<file path="src/rtl/lsu_wb.sv">
// lsu_wb: load/store and write-back unit.
// Accepts one issued operation at a time, runs the req/gnt/rvalid data-bus
// transaction for loads and stores, aligns and extends load data and drives
// the single register-file write port.
// Optional feature macro: LSU_WB_ERR_EN (misaligned-access and bus-error
// reporting on err_o). When undefined, err_o is tied low and data_err_i is ignored.
module lsu_wb (
  input  logic        clk_i,
  input  logic        rst_i,
  input  logic        valid_i,
  output logic        ready_o,
  input  logic        data_req_i,
  input  logic        data_we_i,
  input  logic [1:0]  lsu_type_i,
  input  logic        lsu_sext_i,
  input  logic [31:0] lsu_wdata_i,
  input  logic [31:0] alu_result_i,
  input  logic [4:0]  rf_waddr_i,
  input  logic        rf_soursel_i,
  input  logic        req_rf_w_i,
  output logic        data_req_o,
  input  logic        data_gnt_i,
  input  logic        data_rvalid_i,
  input  logic        data_err_i,
  output logic [31:0] data_addr_o,
  output logic        data_we_o,
  output logic [3:0]  data_be_o,
  output logic [31:0] data_wdata_o,
  input  logic [31:0] data_rdata_i,
  output logic        rf_we_o,
  output logic [4:0]  rf_waddr_o,
  output logic [31:0] rf_wdata_o,
  output logic        err_o
);

  typedef enum logic [1:0] {
    S_IDLE,
    S_REQ,
    S_WAIT_RVALID,
    S_WB
  } state_t;

  state_t      r_state;
  logic        r_ready;
  logic        r_data_req;
  logic        r_data_we;
  logic [3:0]  r_data_be;
  logic [31:0] r_data_addr;
  logic [31:0] r_data_wdata;
  logic        r_rf_we;
  logic [4:0]  r_rf_waddr;
  logic [31:0] r_rf_wdata;
  logic        r_err;

  // Operation context latched at accept
  logic        r_wb_en;
  logic        r_soursel;
  logic        r_sext;
  logic        r_is_load;
  logic [1:0]  r_type;
  logic [1:0]  r_off;
  logic [31:0] r_alu;
  logic [31:0] r_rdata;

  logic [3:0]  w_be;
  logic [31:0] w_wdata;
  logic [31:0] w_shifted;
  logic [31:0] w_rdata_aligned;
  logic        w_misaligned;
  logic        w_bus_err;

  // Byte enables and replicated store data for the operation being issued
  always_comb begin
    // NOTE: every output of a combinational block gets a default first so no latch is inferred.
    w_be    = 4'b1111;
    w_wdata = lsu_wdata_i;
    case (lsu_type_i)
      2'b01: begin
        w_be    = alu_result_i[1] ? 4'b1100 : 4'b0011;
        w_wdata = {2{lsu_wdata_i[15:0]}};
      end
      2'b10: begin
        w_be    = 4'b0001 << alu_result_i[1:0];
        w_wdata = {4{lsu_wdata_i[7:0]}};
      end
      default: ;
    endcase
  end

  // Shift the returned word down to the accessed byte lane, then extend
  always_comb begin
    w_shifted       = data_rdata_i >> {r_off, 3'b000};
    w_rdata_aligned = w_shifted;
    case (r_type)
      2'b01:   w_rdata_aligned = {{16{r_sext & w_shifted[15]}}, w_shifted[15:0]};
      2'b10:   w_rdata_aligned = {{24{r_sext & w_shifted[7]}}, w_shifted[7:0]};
      default: ;
    endcase
  end

`ifdef LSU_WB_ERR_EN
  // Misaligned half/word accesses are reported instead of issued
  always_comb begin
    w_misaligned = 1'b0;
    if (data_req_i) begin
      case (lsu_type_i)
        2'b01:   w_misaligned = alu_result_i[0];
        2'b10:   w_misaligned = 1'b0;
        default: w_misaligned = (alu_result_i[1:0] != 2'b00);
      endcase
    end
  end
  assign w_bus_err = data_err_i;
`else
  logic w_unused_err;
  assign w_unused_err = data_err_i;
  assign w_misaligned = 1'b0;
  assign w_bus_err    = 1'b0;
`endif

  // Control FSM; every output is a register updated here
  always_ff @(posedge clk_i) begin
    // NOTE: sequential state uses non-blocking assignments so all registers update together at the edge.
    if (rst_i) begin
      r_state      <= S_IDLE;
      r_ready      <= 1'b1;
      r_data_req   <= 1'b0;
      r_data_we    <= 1'b0;
      r_data_be    <= 4'b0000;
      r_data_addr  <= 32'd0;
      r_data_wdata <= 32'd0;
      r_rf_we      <= 1'b0;
      r_rf_waddr   <= 5'd0;
      r_rf_wdata   <= 32'd0;
      r_err        <= 1'b0;
      r_wb_en      <= 1'b0;
      r_soursel    <= 1'b0;
      r_sext       <= 1'b0;
      r_is_load    <= 1'b0;
      r_type       <= 2'b00;
      r_off        <= 2'b00;
      r_alu        <= 32'd0;
      r_rdata      <= 32'd0;
    end else begin
      r_rf_we <= 1'b0;
      r_err   <= 1'b0;
      case (r_state)
        S_IDLE: begin
          if (valid_i) begin
            r_ready    <= 1'b0;
            r_rf_waddr <= rf_waddr_i;
            r_wb_en    <= req_rf_w_i && (rf_waddr_i != 5'd0);
            r_soursel  <= rf_soursel_i;
            r_sext     <= lsu_sext_i;
            r_is_load  <= !data_we_i;
            r_type     <= lsu_type_i;
            r_off      <= alu_result_i[1:0];
            r_alu      <= alu_result_i;
            if (data_req_i && !w_misaligned) begin
              r_state      <= S_REQ;
              r_data_req   <= 1'b1;
              r_data_we    <= data_we_i;
              r_data_be    <= w_be;
              r_data_addr  <= {alu_result_i[31:2], 2'b00};
              r_data_wdata <= w_wdata;
            end else if (data_req_i) begin
              // Misaligned: skip the bus and report in the write-back slot
              r_state <= S_WB;
              r_err   <= 1'b1;
            end else begin
              r_state    <= S_WB;
              r_rf_we    <= req_rf_w_i && (rf_waddr_i != 5'd0);
              r_rf_wdata <= rf_soursel_i ? r_rdata : alu_result_i;
            end
          end
        end
        S_REQ: begin
          if (data_gnt_i) begin
            r_state    <= S_WAIT_RVALID;
            r_data_req <= 1'b0;
          end
        end
        S_WAIT_RVALID: begin
          if (data_rvalid_i) begin
            r_err <= w_bus_err;
            if (r_is_load) begin
              r_state    <= S_WB;
              r_rdata    <= w_rdata_aligned;
              r_rf_we    <= r_wb_en && !w_bus_err;
              r_rf_wdata <= r_soursel ? w_rdata_aligned : r_alu;
            end else begin
              r_state <= S_IDLE;
              r_ready <= 1'b1;
            end
          end
        end
        S_WB: begin
          r_state <= S_IDLE;
          r_ready <= 1'b1;
        end
        default: begin
          r_state <= S_IDLE;
          r_ready <= 1'b1;
        end
      endcase
    end
  end

  assign ready_o      = r_ready;
  assign data_req_o   = r_data_req;
  assign data_we_o    = r_data_we;
  assign data_be_o    = r_data_be;
  assign data_addr_o  = r_data_addr;
  assign data_wdata_o = r_data_wdata;
  assign rf_we_o      = r_rf_we;
  assign rf_waddr_o   = r_rf_waddr;
  assign rf_wdata_o   = r_rf_wdata;
  assign err_o        = r_err;

endmodule

</file>
<file path="config.mk">
export PLATFORM = sky130hd
export DESIGN_NAME = lsu_wb
export DESIGN_NICKNAME = d
export VERILOG_FILES = /design/src/rtl/lsu_wb.sv
export SDC_FILE = /design/constraint.sdc
export NUM_CORES = 1
export LEC_CHECK = 0
export CAP_MARGIN = 30
export CELL_PAD_IN_SITES_DETAIL_PLACEMENT = 0
export CELL_PAD_IN_SITES_GLOBAL_PLACEMENT = 1
export CORE_AREA = 2 2 157 159
export CTS_CLUSTER_SIZE = 28
export DETAILED_ROUTE_END_ITERATION = 12
export DIE_AREA = 0 0 159 161
export HOLD_SLACK_MARGIN = 0.12
export PLACE_DENSITY = 0.79
export SYNTH_ARGS = -nofsm -noshare
export SYNTH_HDL_FRONTEND = slang
export SYNTH_SLANG_ARGS = --single-unit
</file>
<file path="constraint.sdc">
create_clock -name clk_i -period 2.6 [get_ports clk_i]
set_input_delay 0.52 -clock clk_i [delete_from_list [all_inputs] [get_ports clk_i]]
set_output_delay 0.52 -clock clk_i [all_outputs]
set_load 0.01 [all_outputs]
</file>
After elaboration in Yosys (flattened, before gate mapping)
Index checks and enable logic that the tools add are counted.

Register bits after elaboration: 181. Input port bits: 114. Output and inout bits: 110.

Equal/unequal tests: 14. Shifts and indexed selects: 2. Mux-type cells: 30. Bitwise gates (word level): 2. Reductions and logical operators: 14.

Operators with widths (number): two-way mux 32 bit (6); one-hot mux 32 bit (2 select lines) (3); right shift 32 x 5 -> 32 bit (1); != test 2 bit, second input constant (7); two-way mux 1 bit (10); two-way mux 2 bit (5); AND reduction 3 bit (3); equality test 2 bit, second input constant (4); one-hot mux 2 bit (4 select lines) (1); one-hot mux 4 bit (2 select lines) (1); AND reduction 4 bit (2); equality test 2 x 1 -> 1 bit, second input constant (3); AND reduction 5 bit (1); nonzero test 5 bit (1); two-way mux 4 bit (1); one-hot mux 1 bit (2 select lines) (2); nonzero test 2 bit (2); << shifter 1 x 2 -> 4 bit, first input constant (1); one-hot mux 1 bit (3 select lines) (1); nonzero test 3 bit (1); AND 1 bit (2); zero test 2 bit (1); AND reduction 2 bit (1); logical AND 1 bit (1); zero test 1 bit (1).

Depth between registers and ports, before layout
Depth after elaboration: 7. Mapped depth: 9. Mapped depth without buffers: 7.

Worst setup path after synthesis
No wires, ideal clock.

Kind: input-to-reg. From: input port data_rdata_i[31]. To: register r_rf_wdata[22] (netlist: rf_wdata_o[22]). Library setup time: 132 ps. Data arrival time: 2042 ps. Slack: 426 ps. Cell stages on the path: 7. Path buffers: 2. Cell sequence: mux4_2 -> and3_1 -> buf_6 -> a41o_4 -> buf_6 -> o311ai_4 -> a21oi_2.

Word-level cells in the longest chain between the ends: 7. Elaborated cells between the ends (all ways): 8. Classes of those cells: shift: 1; mux: 5; bitwise: 2.

RTL lines: start: declaration (line 29) `input logic [31:0] data_rdata_i,`; right shift 32 x 5 -> 32 bit (*) (line 92) `w_shifted = data_rdata_i >> {r_off, 3'b000};`; AND 1 bit (on tied branches) (line 96, 95); one-hot mux 32 bit (2 select lines) (*) (line 94) `case (r_type)`; two-way mux 32 bit (*) (line 190) `r_rf_wdata <= r_soursel ? w_rdata_aligned : r_alu;`; two-way mux 32 bit (*) (line 186) `if (r_is_load) begin`; two-way mux 32 bit (*) (line 184) `if (data_rvalid_i) begin`; one-hot mux 32 bit (2 select lines) (*) (line 147) `case (r_state)`; end signal: assignment (line 173) `r_rf_wdata <= rf_soursel_i ? r_rdata : alu_result_i;`; end signal: assignment (line 190); end: declaration (line 52) `logic [31:0] r_rf_wdata;`.

Every way passes the cells marked *; elsewhere a longest branch is shown, timed or not. The select of a mux whose other input is x is not followed. A chain may end at the register's enable or synchronous reset.

Worst setup path after layout
From: input port data_rdata_i[31]. To: register r_rf_wdata[17] (netlist: rf_wdata_o[17]).

Same word-level chain as after synthesis.

==> results.md <==
- The run finished with clean final reports.
- The I/O pin count is 224.
- In this run the power spent charging and discharging nets is 2.13 mW.
- Dividing the detail-routed via count by the number of cells gives 5.20.
- STA classifies the critical path endpoint as a register.
- For this run, the total global-route usage over all layers was measured as 21.8%.
- The multi-input combinational cell area is 4220 sq um.
- The CTS buffer count is 17.
- The power share of the sequential group is 42.4%.
- The die is 161 microns tall.
- Dividing total power by cell area gives a power density of 617 nW/um^2.
- The combinational power share is 20.8%.
- The final wirelength is 28.2 mm.
- The internal power of the cells is 4.94 mW.
- The worst setup path category is primary input to register.
- The synthesized design devotes to its leading area cell type 43.6% of total area.
- The die is 159 microns wide.
- The synthesized design spends more area on one cell type than any other, namely dfxtp_1.
- Dividing the detail-routed wire length by the instance count gives 18.0 microns.
- The number of failing setup endpoints in the final timing report is 0.
- The number of setup buffers added after CTS is 0.
- The final period utilization is 85.6%.
- For the final database, setup skew stands at 15.9 ps.
- The primary flip-flop cell chosen by synthesis mapping is dfxtp_1.
- Relative to the synthesized area, the layout overhead comes to 39.5%.
- The share of total power dissipated in the clock network is 36.8%.
- The die area is 25600 sq um.
- Measured against its own limit, the worst slew margin works out to 63.7%.
- At the pin with the least slew margin, the transition time is 545 ps.
- For this run, the number of standard cells in the final layout without fillers is 1566.
- The path class of the tightest hold or removal check is register to register.
- The count of pins over their slew limit is 0.
- Setup repair after global routing left no endpoint under its margin.
- The pin count of the biggest net entering global routing is 98.
- The H-tree was split into 4 levels.
- For this run, the share of the core covered by cells in the final layout is 47.9%.
- VDD sags by at most 0.000395 V.
- The clock net in this run drives a total of 179 sinks.
- Of the total power, the share spent switching nets is 30.1%.
- The worst-skew pair later-pin latency is 430 ps.
- The layout has 2398 filler cells.
- The average footprint of a synthesized cell is 7.86 sq um.
- The warning count from the yosys run is 0.
- The post-placement cell count is 1534.
- The first-pass GRT wire length is 44.1 mm.
- The buffer type at the clock tree root is clkbuf_16.
- The initial utilization of the core area, before any placement, comes to 34.3%.
- The final hold violation count is 0.
- The standard cell core area is 24000 sq um.
- The post-route antenna net violation count is 0.
- After the first detailed-routing iteration, the DRC count stood at 527.
- The required time at the worst-slack endpoint is 2900 ps.
- Synthesis produced 1046 cells.
- Sorting the synthesized cells by area gives the leading types as dfxtp_1 44%, a21oi_1 11%, nand2_1 10%, mux2i_1 5.5%, nor2_1 4.5%.
- For this design the static power due to leakage is 4.06 nW.
- The total of hold buffers inserted after clock tree synthesis is 0.
- The most frequently used cell type in the post-synthesis netlist is nand2_1.
- Static timing analysis puts the maximum clock frequency at 449 MHz.
- In the final design database the tool counted 1347 nets.
- In the synthesized netlist the async set-or-reset flop fraction comes to 0%.
- Registers take 3580 sq um.
- The critical path data arrival time is 2520 ps.
- The worst path in the final design needs a cycle of 2220 ps, including I/O delays and setup.
- The fraction of final layout cells sized beyond drive strength 1 is 7.73%.
- Counting along the longest clock path gives a buffer depth of 2.
- Across the run, the number of max-cap violations was 0.
- The detailed-route DRC error count is 0.
- The number of gates resized after CTS was 0.
- Sequential cells were found to cover 43.6% of the synthesized design area.
- The placed wire-length estimate is 19.4 mm.
- After global routing the overflow that remains totals 0.
- The repair_antennas step left the layout with diodes totalling 0.
- The number of global-route vias before repair is 7877.
- The clock-pin slew of the registers on the worst-case setup and hold paths is 70 ps.
- The number of antenna violations at the first check in global routing is 0.
- For this run, the detailed router's first-pass iteration total came to 5.
- The number of distinct library cells after synthesis is 45.
- Of all nets on the critical path, the largest fanout is 15.
- During placement, the flow inserted port buffers numbering 219.
- The count of state elements after synthesis is 179.
- The initialized floorplan defines 57 standard-cell rows.
- The clock tree from TritonCTS is done.
- The final weighted congestion in routability-driven placement is 0.822.
- STA classifies the critical path startpoint as a primary input.
- The commonest cells after synthesis are 222 x nand2_1, 179 x dfxtp_1, 175 x a21oi_1.
- The detailed router placed 8136 vias in this run.
- The cell area that synthesis handed to floorplanning was 8230 sq um.
- The synthesized design contains 0 enable-type register cells.
## worst max-delay path, stage by stage
cell and delay, ps:
clkdlybuf4s50_1 440, mux4_2 530, and3_1 210, a41o_4 330, o311ai_0 380, a21oi_1 110
## cells in the final DEF (no fill, tap or decap), types with 9 or more instances in the layout
cell type and instances:
buf_12 12, clkdlybuf4s50_1 217, nor3_1 35, clkbuf_16 17
a31oi_1 9, nand2_1 221, buf_4 28, o21ai_0 17
nor2b_1 12, a21oi_1 175, nor2_1 98, dfxtp_1 179
a311oi_1 18, mux2i_1 45, a211oi_1 47
## stage by stage
| step | TNS (ps) | worst slack, ps | instance area, sq um | hold WS (ps) | total power, mW |
|---|---|---|---|---|---|
| floorplan | 0 | 426 | 8230 | 432 | 3.80 |
| global placement | -29.2 | -15.2 | 10900 | 440 | 4.52 |
| detailed placement | -222 | -60.9 | 10900 | 445 | 4.54 |
| CTS | 0 | 396 | 11500 | 455 | 7.15 |
| global route | 0 | 248 | 11500 | 470 | 7.42 |
| finish | 0 | 375 | 11500 | 451 | 7.08 |
## final timing paths
path | start | endpoint | slack (ps) | cells past startpoint
max | data_rdata_i[31] | rf_wdata_o[17] | 380 | 6
min | r_alu[27] | r_alu[27] | 450 | 2
max reg2reg | r_off[0] | rf_wdata_o[19] | 460 | 6
min reg2reg | r_alu[27] | r_alu[27] | 450 | 2
## power by group through the flow
stage | Combinational [mW] | Clock [mW] | Sequential, mW
after global placement | 1.47 | 0 | 3.06
after global routing | 1.61 | 2.79 | 3.02
final | 1.48 | 2.60 | 3.00
after CTS | 1.48 | 2.67 | 3.00
after detailed placement | 1.47 | 0 | 3.06
after floorplan | 0.719 | 0 | 3.08
## layer usage
layer	wire, microns	part of all wire (%)	track usage (%)
met4	457	1.6	6.36
met2	13000	46	35.4
met5	0	0	0
met1	12400	44	27.7
met3	2300	8.2	7.09
## flip-flops by register name, indices dropped and copies added (netlist names)
signal	cells
ready_o	1
rf_we_o	1
r_wb_en	1
r_rdata	32
r_type	2
data_be_o	4
data_we_o	1
r_sext	1
rf_waddr_o	5
data_addr_o	30
r_state	2
r_off	1
rf_wdata_o	32
data_wdata_o	32
r_is_load	1
data_req_o	1
r_alu	31
r_soursel	1
## cell families after synthesis
kind of cell | Yosys count | share of synthesized area (%)
AOI/OAI and AO/OA | 311 | 23.8
adders and majority gates | 4 | 0.608
buffers and inverters | 106 | 5.37
DFF | 179 | 43.6
muxes | 54 | 6.85
other | 1 | 0.0456
and+or+nand+nor | 391 | 19.8
## cell type report
| type | instances | share of cell area (%) |
|---|---|---|
| multi-input cells | 763 | 36.8 |
| flip-flops and latches | 179 | 31.2 |
| repair buffers | 259 | 23.0 |
| clock buffers | 18 | 3.74 |
| well taps | 324 | 3.53 |
| clock inverters | 14 | 1.46 |
| inverters | 9 | 0.294 |
Note: power is estimated with default switching activity, not from simulation.
